<file path="config.mk">
export PLATFORM = sky130hd
export DESIGN_NAME = motor_plant_array_flat
export DESIGN_NICKNAME = d
export VERILOG_FILES = /design/src/rtl/motor_plant_array_if.sv /design/src/rtl/motor_plant_array.sv /design/src/flat_wrapper.sv
export SDC_FILE = /design/constraint.sdc
export NUM_CORES = 1
export LEC_CHECK = 0
export CAP_MARGIN = 20
export CORE_AREA = 4 4 183 185
export CTS_CLUSTER_SIZE = 30
export DETAILED_ROUTE_END_ITERATION = 16
export DIE_AREA = 0 0 187 189
export HOLD_SLACK_MARGIN = 0.03
export PLACE_DENSITY = 0.71
export SLEW_MARGIN = 20
export SYNTH_ARGS = -nofsm -noshare
export SYNTH_HDL_FRONTEND = slang
export SYNTH_SLANG_ARGS = --single-unit
</file>
<file path="constraint.sdc">
create_clock -name clk -period 6.7 [get_ports clk]
set_clock_uncertainty 0.1 [all_clocks]
set_input_delay 1.34 -clock clk [delete_from_list [all_inputs] [get_ports clk]]
set_output_delay 1.34 -clock clk [all_outputs]
set_load 0.01 [all_outputs]
</file>
<file path="src/rtl/motor_plant_array_if.sv">
// Bus between the drone testbench and the motor plant array.
// FAULT_INJECT_EN adds a per-channel fault_mask driven by the master.
interface motor_plant_array_if #(
  parameter int unsigned NUM_MOTORS = 4,
  parameter int unsigned RPM_W      = 16
);
  logic                        set;
  logic [NUM_MOTORS*RPM_W-1:0] rpm_set;
  logic [NUM_MOTORS*RPM_W-1:0] mot_cmd;
  logic [NUM_MOTORS*RPM_W-1:0] rpm_sense;
  logic [NUM_MOTORS-1:0]       settled;
`ifdef FAULT_INJECT_EN
  logic [NUM_MOTORS-1:0]       fault_mask;
`endif

  modport master (
    output set, rpm_set, mot_cmd,
`ifdef FAULT_INJECT_EN
    output fault_mask,
`endif
    input  rpm_sense, settled
  );

  modport slave (
    input  set, rpm_set, mot_cmd,
`ifdef FAULT_INJECT_EN
    input  fault_mask,
`endif
    output rpm_sense, settled
  );
endinterface

</file>
<file path="src/rtl/motor_plant_array.sv">
// N-channel motor plant: turns each commanded rpm into a slew-limited,
// spin-up-delayed sensed rpm. Optional feature macro: FAULT_INJECT_EN
// (masked channels ignore their command and decay to a stop).
module motor_plant_array #(
  parameter int unsigned NUM_MOTORS    = 4,
  parameter int unsigned RPM_W         = 16,
  parameter int unsigned SLEW_STEP     = 8,
  parameter int unsigned UPDATE_DIV    = 4,
  parameter int unsigned SPINUP_CYCLES = 16,
  parameter int unsigned SETTLE_TOL    = 8
) (
  input logic                  clk,
  input logic                  resetn,
  motor_plant_array_if.slave   bus
);
  localparam int unsigned PreW  = (UPDATE_DIV > 1) ? $clog2(UPDATE_DIV) : 1;
  localparam int unsigned SpinW = (SPINUP_CYCLES > 1) ? $clog2(SPINUP_CYCLES) : 1;
  localparam logic [RPM_W:0] SlewX = (RPM_W+1)'(SLEW_STEP);
  localparam logic [RPM_W:0] TolX  = (RPM_W+1)'(SETTLE_TOL);
  localparam logic [RPM_W:0] OneX  = (RPM_W+1)'(1);

  typedef enum logic [1:0] {StStopped, StSpinup, StTrack} state_e;

  state_e             state_q [NUM_MOTORS];
  state_e             state_d [NUM_MOTORS];
  logic [SpinW-1:0]   spin_q  [NUM_MOTORS];
  logic [SpinW-1:0]   spin_d  [NUM_MOTORS];
  logic [RPM_W-1:0]   sense_q [NUM_MOTORS];
  logic [RPM_W-1:0]   sense_d [NUM_MOTORS];
  logic [NUM_MOTORS-1:0] settled_q, settled_d;
  logic [PreW-1:0]    pre_q, pre_d;
  logic               tick;

  logic [NUM_MOTORS-1:0] masked;
  logic [RPM_W-1:0]   cmd_eff [NUM_MOTORS];
  logic [RPM_W:0]     err     [NUM_MOTORS];
  logic [RPM_W:0]     mag     [NUM_MOTORS];
  logic [RPM_W:0]     step    [NUM_MOTORS];
  logic [RPM_W:0]     upd_x   [NUM_MOTORS];

  // Shared prescaler; a set restarts it and swallows any coincident tick.
  always_comb begin
    tick  = (pre_q == PreW'(UPDATE_DIV - 1));
    pre_d = (bus.set || tick) ? '0 : pre_q + PreW'(1);
  end

  // Per-channel error and slew-limited update, in RPM_W+1 bits so no wrap.
  always_comb begin
    for (int i = 0; i < NUM_MOTORS; i++) begin
`ifdef FAULT_INJECT_EN
      masked[i] = bus.fault_mask[i];
`else
      masked[i] = 1'b0;
`endif
      // A masked channel behaves as if commanded to stop.
      cmd_eff[i] = masked[i] ? '0 : bus.mot_cmd[i*RPM_W +: RPM_W];
      err[i]   = {cmd_eff[i][RPM_W-1], cmd_eff[i]} - {sense_q[i][RPM_W-1], sense_q[i]};
      mag[i]   = err[i][RPM_W] ? (~err[i] + OneX) : err[i];
      step[i]  = (mag[i] > SlewX) ? SlewX : mag[i];
      upd_x[i] = err[i][RPM_W] ? ({sense_q[i][RPM_W-1], sense_q[i]} - step[i])
                               : ({sense_q[i][RPM_W-1], sense_q[i]} + step[i]);
    end
  end

  // Next-state logic per channel; set overrides everything.
  always_comb begin
    for (int i = 0; i < NUM_MOTORS; i++) begin
      state_d[i] = state_q[i];
      spin_d[i]  = spin_q[i];
      sense_d[i] = sense_q[i];
      if (bus.set) begin
        sense_d[i] = bus.rpm_set[i*RPM_W +: RPM_W];
        state_d[i] = (bus.rpm_set[i*RPM_W +: RPM_W] != '0) ? StTrack : StStopped;
        spin_d[i]  = '0;
      end else begin
        unique case (state_q[i])
          StStopped: begin
            sense_d[i] = '0;
            if (cmd_eff[i] != '0) begin
              state_d[i] = StSpinup;
              spin_d[i]  = '0;
            end
          end
          StSpinup: begin
            sense_d[i] = '0;
            spin_d[i]  = spin_q[i] + SpinW'(1);
            if (cmd_eff[i] == '0) begin
              state_d[i] = StStopped;
              spin_d[i]  = '0;
            end else if (spin_q[i] == SpinW'(SPINUP_CYCLES - 1)) begin
              state_d[i] = StTrack;
              spin_d[i]  = '0;
            end
          end
          StTrack: begin
            if (tick) begin
              sense_d[i] = upd_x[i][RPM_W-1:0];
              if (upd_x[i][RPM_W-1:0] == '0) state_d[i] = StStopped;
            end
          end
          default: begin
            state_d[i] = StStopped;
            sense_d[i] = '0;
            spin_d[i]  = '0;
          end
        endcase
      end
    end
  end

  // Settled flag (registered) and output packing straight from registers.
  always_comb begin
    bus.rpm_sense = '0;
    for (int i = 0; i < NUM_MOTORS; i++) begin
      settled_d[i] = !masked[i] &&
                     (((state_q[i] == StTrack) && (mag[i] <= TolX)) ||
                      ((state_q[i] == StStopped) && (cmd_eff[i] == '0)));
      bus.rpm_sense[i*RPM_W +: RPM_W] = sense_q[i];
    end
    bus.settled = settled_q;
  end

  // State registers with asynchronous active-low reset.
  always_ff @(posedge clk or negedge resetn) begin
    if (!resetn) begin
      pre_q     <= '0;
      settled_q <= '0;
      for (int i = 0; i < NUM_MOTORS; i++) begin
        state_q[i] <= StStopped;
        spin_q[i]  <= '0;
        sense_q[i] <= '0;
      end
    end else begin
      pre_q     <= pre_d;
      settled_q <= settled_d;
      for (int i = 0; i < NUM_MOTORS; i++) begin
        state_q[i] <= state_d[i];
        spin_q[i]  <= spin_d[i];
        sense_q[i] <= sense_d[i];
      end
    end
  end
endmodule

</file>
<file path="src/flat_wrapper.sv">
// flat-port wrapper written by rule: the top's interface ports become plain ports
module motor_plant_array_flat 
#(
  parameter int unsigned NUM_MOTORS    = 4,
  parameter int unsigned RPM_W         = 16,
  parameter int unsigned SLEW_STEP     = 8,
  parameter int unsigned UPDATE_DIV    = 4,
  parameter int unsigned SPINUP_CYCLES = 16,
  parameter int unsigned SETTLE_TOL    = 8
)
  (clk, resetn, bus_set, bus_rpm_set, bus_mot_cmd, bus_rpm_sense, bus_settled);
  motor_plant_array_if #(.NUM_MOTORS(NUM_MOTORS), .RPM_W(RPM_W)) bus_i ();
  input logic clk;
  input logic resetn;
  input wire logic [$bits(bus_i.set)-1:0] bus_set;
  input wire logic [$bits(bus_i.rpm_set)-1:0] bus_rpm_set;
  input wire logic [$bits(bus_i.mot_cmd)-1:0] bus_mot_cmd;
  output wire logic [$bits(bus_i.rpm_sense)-1:0] bus_rpm_sense;
  output wire logic [$bits(bus_i.settled)-1:0] bus_settled;
  assign bus_i.set = bus_set;
  assign bus_i.rpm_set = bus_rpm_set;
  assign bus_i.mot_cmd = bus_mot_cmd;
  assign bus_rpm_sense = bus_i.rpm_sense;
  assign bus_settled = bus_i.settled;
  motor_plant_array #(.NUM_MOTORS(NUM_MOTORS), .RPM_W(RPM_W), .SLEW_STEP(SLEW_STEP), .UPDATE_DIV(UPDATE_DIV), .SPINUP_CYCLES(SPINUP_CYCLES), .SETTLE_TOL(SETTLE_TOL)) u_core (.clk(clk), .resetn(resetn), .bus(bus_i));
endmodule
</file>
=== Word-level counts from Yosys, hierarchy flattened ===
Index checks and enable logic that the tools add are counted.
W data, S select, Z words.

* Flip-flop bits (word level): 94
* Input port bits: 131
* Output and inout port bits: 68
* Word-level logic and storage cells: 198

* Add/sub/neg operators: 21
* Order comparisons: 8
* Equality and inequality tests: 33
* Multiplexer cells: 77
* Bitwise operators: 4
* Reductions and logical operators: 41

{| class="wikitable"
|+ Operator list
! operator !! number
|-
| $mux W16 || 20
|-
| $logic_not A16 Y1 || 8
|-
| $reduce_bool A16 Y1 || 8
|-
| $add A17 B1 Y17 const B || 4
|-
| $gt A17 B4 Y1 const B || 4
|-
| $le A17 B4 Y1 const B || 4
|-
| $mux W17 || 4
|-
| $not A17 Y17 || 4
|-
| $sub A16 B16 Y17 || 4
|-
| $add A16 B16 Y16 || 4
|-
| $mux W4 || 16
|-
| $sub A16 B16 Y16 || 4
|-
| $mux W2 || 29
|-
| $pmux W4 S3 || 4
|-
| $ne A3 B2 Y1 const B || 12
|-
| $pmux W2 S3 || 4
|-
| $add A4 B1 Y4 const B || 4
|-
| $eq A4 B4 Y1 const B || 4
|-
| $ne A4 B2 Y1 const B || 4
|-
| $reduce_and A4 Y1 || 4
|-
| $eq A2 B2 Y1 const B || 5
|-
| $eq A2 B1 Y1 const B || 4
|-
| $logic_and A1 B1 Y1 || 8
|-
| $logic_not A2 Y1 || 4
|-
| 4 further kinds || 14
|}

=== Longest topological paths before layout ===
* Depth in word-level cells: 13
* Mapped depth: 33
* Gate-level depth less buffers: 32

=== Worst setup path after synthesis ===
No wires, ideal clock.

* Kind: input to register
* Start point: input bus_mot_cmd[0]
* End point: register u_core.state_q[6] in the netlist's numbering
* Setup time: 110 ps
* Arrival time: 7970 ps
* Data required time: 6490 ps
* Path slack: -1480 ps
* Stages: 29
* Path buffers: 2
* Path through: inv_1 > ha_1 > fa_1 > nand2b_1 > a21oi_2 > o21ai_1 > o21ai_2 > a21oi_1 > clkbuf_1 > a32o_1 > or3_1 > nor4b_4 > clkbuf_1 > nand4_1 > ha_1 > or3_1 > a31oi_1 > ha_1 > a21oi_1 > nor2_1 > nor2_1 > o21bai_1 > a2111oi_0 > o31ai_1 > xnor2_1 > nand2_1 > or4b_2 > o21a_1 > o41ai_1

* Longest elaborated chain between the ends: 11
* Elaborated cells between the ends (all ways): 19
* Those cells by class: add/sub: 4; order compare: 1; eq/ne: 3; mux: 6; bitwise: 1; reduce/logical: 4

{| class="wikitable"
|+ RTL lines
! item !! RTL line !! source
|-
| from (decl) || flat_wrapper.sv:17 || <nowiki>input wire logic [$bits(bus_i.mot_cmd)-1:0] bus_mot_cmd;</nowiki>
|-
| $sub A16 B16 Y17 || motor_plant_array.sv:57 || <nowiki>err[i] = {cmd_eff[i][RPM_W-1], cmd_eff[i]} - {sense_q[i][RPM_W-1], sense_q[i]};</nowiki>
|-
| $not A17 Y17 || motor_plant_array.sv:58 || <nowiki>mag[i] = err[i][RPM_W] ? (~err[i] + OneX) : err[i];</nowiki>
|-
| $add A17 B1 Y17 || motor_plant_array.sv:58 ||
|-
| $mux W17 || motor_plant_array.sv:58 ||
|-
| $gt A17 B4 Y1 || motor_plant_array.sv:59 || <nowiki>step[i] = (mag[i] > SlewX) ? SlewX : mag[i];</nowiki>
|-
| $mux W16 || motor_plant_array.sv:59 ||
|-
| $add A16 B16 Y16 or $sub A16 B16 Y16 (tied branches) || motor_plant_array.sv:61, motor_plant_array.sv:60 ||
|-
| $mux W16 || motor_plant_array.sv:60 || <nowiki>upd_x[i] = err[i][RPM_W] ? ({sense_q[i][RPM_W-1], sense_q[i]} - step[i])</nowiki>
|-
| $logic_not A16 Y1 || motor_plant_array.sv:98 || <nowiki>if (upd_x[i][RPM_W-1:0] == '0) state_d[i] = StStopped;</nowiki>
|-
| $ne A3 B2 Y1 (no source line) || - ||
|-
| $reduce_and A4 Y1 (no source line) || - ||
|-
| to (signal, indexed assignment) || motor_plant_array.sv:129 || <nowiki>state_q[i] <= StStopped;</nowiki>
|-
| to (signal, indexed assignment) || motor_plant_array.sv:137 || <nowiki>state_q[i] <= state_d[i];</nowiki>
|-
| to (decl) || motor_plant_array.sv:24 || <nowiki>state_e state_q [NUM_MOTORS];</nowiki>
|}

Parallel ways exist; a longest one is shown, timed or not.
A chain may end at the register's enable or synchronous reset.

=== Final worst setup path ===
* Start point: input bus_mot_cmd[48]
* End point: register u_core.state_q[0] in the netlist's numbering

Same word-level chain as after synthesis.

==> reports/results.txt <==
Max_cap viols: 0
Relative slew slack: 37.09%
Synth area leader: dfrtp_1
Synth unique cells: 96
Final WL: 59540 µm
Drt drc: 0
Root Buffer: clkbuf_16
Simple-gate area share of the yosys netlist: 25.23%
Fin worst setup slack: -0.8362 ns
Post-Synth Adder-Cell Area: 13.63%
HPWL after DPL: 42770 µm
Top cell type's share of synthesized area: 16.67%
Area Overhead vs Synth: 73.22%
First-pass GRT wire length: 91740 µm
Initial antenna violation count: 0
Top-count cell post-synth: a21oi_1
Number of synthesized register bits: 94
Clock slew at reported path FFs: 0.08 ns
Starting density of the core: 44.05%
Diodes inserted: 0
Synth Area in Compound Gates: 31.64%
Nature of the critical path endpoint: register
Remaining Overflow, GRT: 0
TNS Setup: -13.18 ns
GRT Util Overall: 30.78%
Static Leak: 10.90 nW
Worst hold margin: 0.3401 ns
Final ANT Viol Nets: 0
Worst-path maximum fanout: 6
GP Congestion: 0.9580
Final hold viol count: 0
Synth Flop Type: dfrtp_1
Rows: 66
Vias in the first global route: 18650
Clock Sinks: 94
Cts hold-fix bufs: 0
Finished Layout Cells: 3126
Yosys Warn Count: 0
Net count, final: 2993
Layout cells sized above 1: 41.39%
Worst endpoint required time: 6.90 ns
Fmax: 0.1327 GHz
Routed len/inst: 19.05 µm
Die area: 35340 µm²
Worst VDD drop: 270.5 µV
Register area share after synthesis: 16.67%
Main combinational cell family by area after synthesis: compound AO/OA/AOI/OAI gates
Pwr dens: 481.2 nW/µm²
Synth area leaders: dfrtp_1, ha_1, a21oi_1, nor2_1, xnor2_1
CTS buffer count: 9
Setup violators final: 33
Max stage delay on crit path: 0.42 ns
Failing checks: negative setup slack
Fillers: 2171
Cells after DPL: 3016
Number of flops mapped to enable cells by yosys: 0
Drt via density: 5.988
Slew @ Worst Pin: 0.9414 ns
H-tree Lvls: 3
Avg Inst Size Synth: 7.351 µm²
DR iter-0 viols: 1415
Post-Synthesis Cells: 1920
Die Width: 187 µm
Synth Area in XOR/XNOR: 6.507%
Final core utilization: 76.31%
CP Launch Type: primary input
# IOs: 199
Async S/R FF share, synth: 100.0%
Worst-Skew Late Latency: 0.37 ns
Slew Limit Fails: 0
Run status: finished, violations left
Largest net degree at the start of global routing: 55
CP max stage cell: a2111oi_4
Syn Std Cell Area: 14110 µm²
Core area: 32040 µm²
Syn_nets: 2200
R2R setup slack: -0.22 ns
Die span in y: 189 µm
Pre-CTS WS: -1.678 ns
Final period util: 112.5%
DR pass1 iterations: 7
Worst min path class: register to register
RSZ-0062 raised after global routing: true
Arrival time worst endpoint: 7.74 ns
PortBufs: 198
Minimum clock period: 7.536 ns
Top cells by count, synth: a21oi_1, nor2_1, ha_1, nand2_1, inv_1
Mux cell area share after synthesis: 1.276%
Critical path type: primary input to register
CTS tree: built
Vias: 18720
Clock tree buffer depth: 2
==> final cells by class <==
type | instances | area [µm²] | share of cell area, %
clock inverter | 7 | 103.9 | 0.4247
clock buffer | 9 | 225.2 | 0.9211
inverter | 117 | 469.2 | 1.919
tap | 408 | 510.5 | 2.088
multi-input combinational | 1637 | 13800 | 56.43
sequential | 94 | 2352 | 9.621
timing repair buffer | 854 | 6992 | 28.60
==> metal layers <==
| metal | vias up | GRT usage, % | share of wire (%) |
|---|---|---|---|
| met1 | 9027 | 37.55 | 41 |
| met4 | 0 | 10.67 | 3.7 |
| met2 | 715 | 56.12 | 50 |
| li1 | 8796 | - | - |
| met3 | 180 | 3.798 | 5.0 |
| met5 | - | 0 | 0 |
==> cells by family after synthesis <==
family | count (synthesis)
buffers and inverters | 189
adders and majority gates | 149
xor gates and xnor gates | 104
and+or+nand+nor | 697
DFF | 94
AOI/OAI and AO/OA | 670
muxes | 17
==> path summary, 6_finish.rpt <==
kind / startpoint / endpoint / cells after the start
max: bus_mot_cmd[48] / u_core.state_q[0] / 34
min: u_core.pre_q[0] / u_core.pre_q[0] / 1
max reg2reg: u_core.bus.rpm_sense[48] / u_core.state_q[0] / 32
min reg2reg: u_core.pre_q[0] / u_core.pre_q[0] / 1
max in group asynchronous: resetn / u_core.bus.rpm_sense[43] / 2
min in group asynchronous: resetn / u_core.bus.rpm_sense[32] / 1
==> cells in the final DEF (no fill, tap or decap), types with 19 or more instances in the layout <==
master,count
xor2_1,35
nand4_1,32
a21oi_4,19
nor3_1,44
clkdlybuf4s50_1,147
ha_4,50
xnor2_2,19
a21o_1,35
a21oi_1,144
dfrtp_1,94
nor2_1,190
and3_1,21
buf_6,34
o21ai_0,65
xnor2_1,34
nand2_1,111
o21bai_1,20
buf_4,626
nand3_1,50
inv_1,112
a21oi_2,64
dlygate4sd2_1,21
nor4_1,37
a31oi_1,34
ha_1,86
o21a_1,22
nor2b_1,21
==> flip-flops by register name, indices dropped and copies added, names as in the netlist <==
register and flops:
u_core.bus.settled 4, u_core.spin_q 16, u_core.pre_q 2, u_core.bus.rpm_sense 64
u_core.state_q 8
==> timing repair <==
item / CTS / global route
buffers inserted: 82 / 35
gates resized for setup: 351 / 195
endpoints found under the setup margin: 52 / 51
pin swaps: 190 / 169
hold endpoints to repair: 0 / 0
==> power breakdown <==
group / internal, mW / total [mW] / switching [mW]
clock: 0.333 / 0.602 / 0.269
combinational: 5.27 / 10.3 / 5.04
sequential: 0.701 / 0.859 / 0.159
total: 6.30 / 11.8 / 5.46
==> stage by stage <==
stage / total power, mW / area, µm²
global placement: 8.986 / 21280
floorplan: 5.332 / 14850
global route: 12.52 / 24450
finish: 11.76 / 24450
CTS: 10.77 / 23370
detailed placement: 9.176 / 21280
==> worst max-delay path, delay by kind of cell <==
family          cells  cell delay, ns
compound gates     14            3.10
buf+inv             4            0.37
fa+ha+maj           4            0.93
xor+xnor            1            0.24
simple gates       11            1.76
No activity file was read; power rests on OpenSTA's default activity.
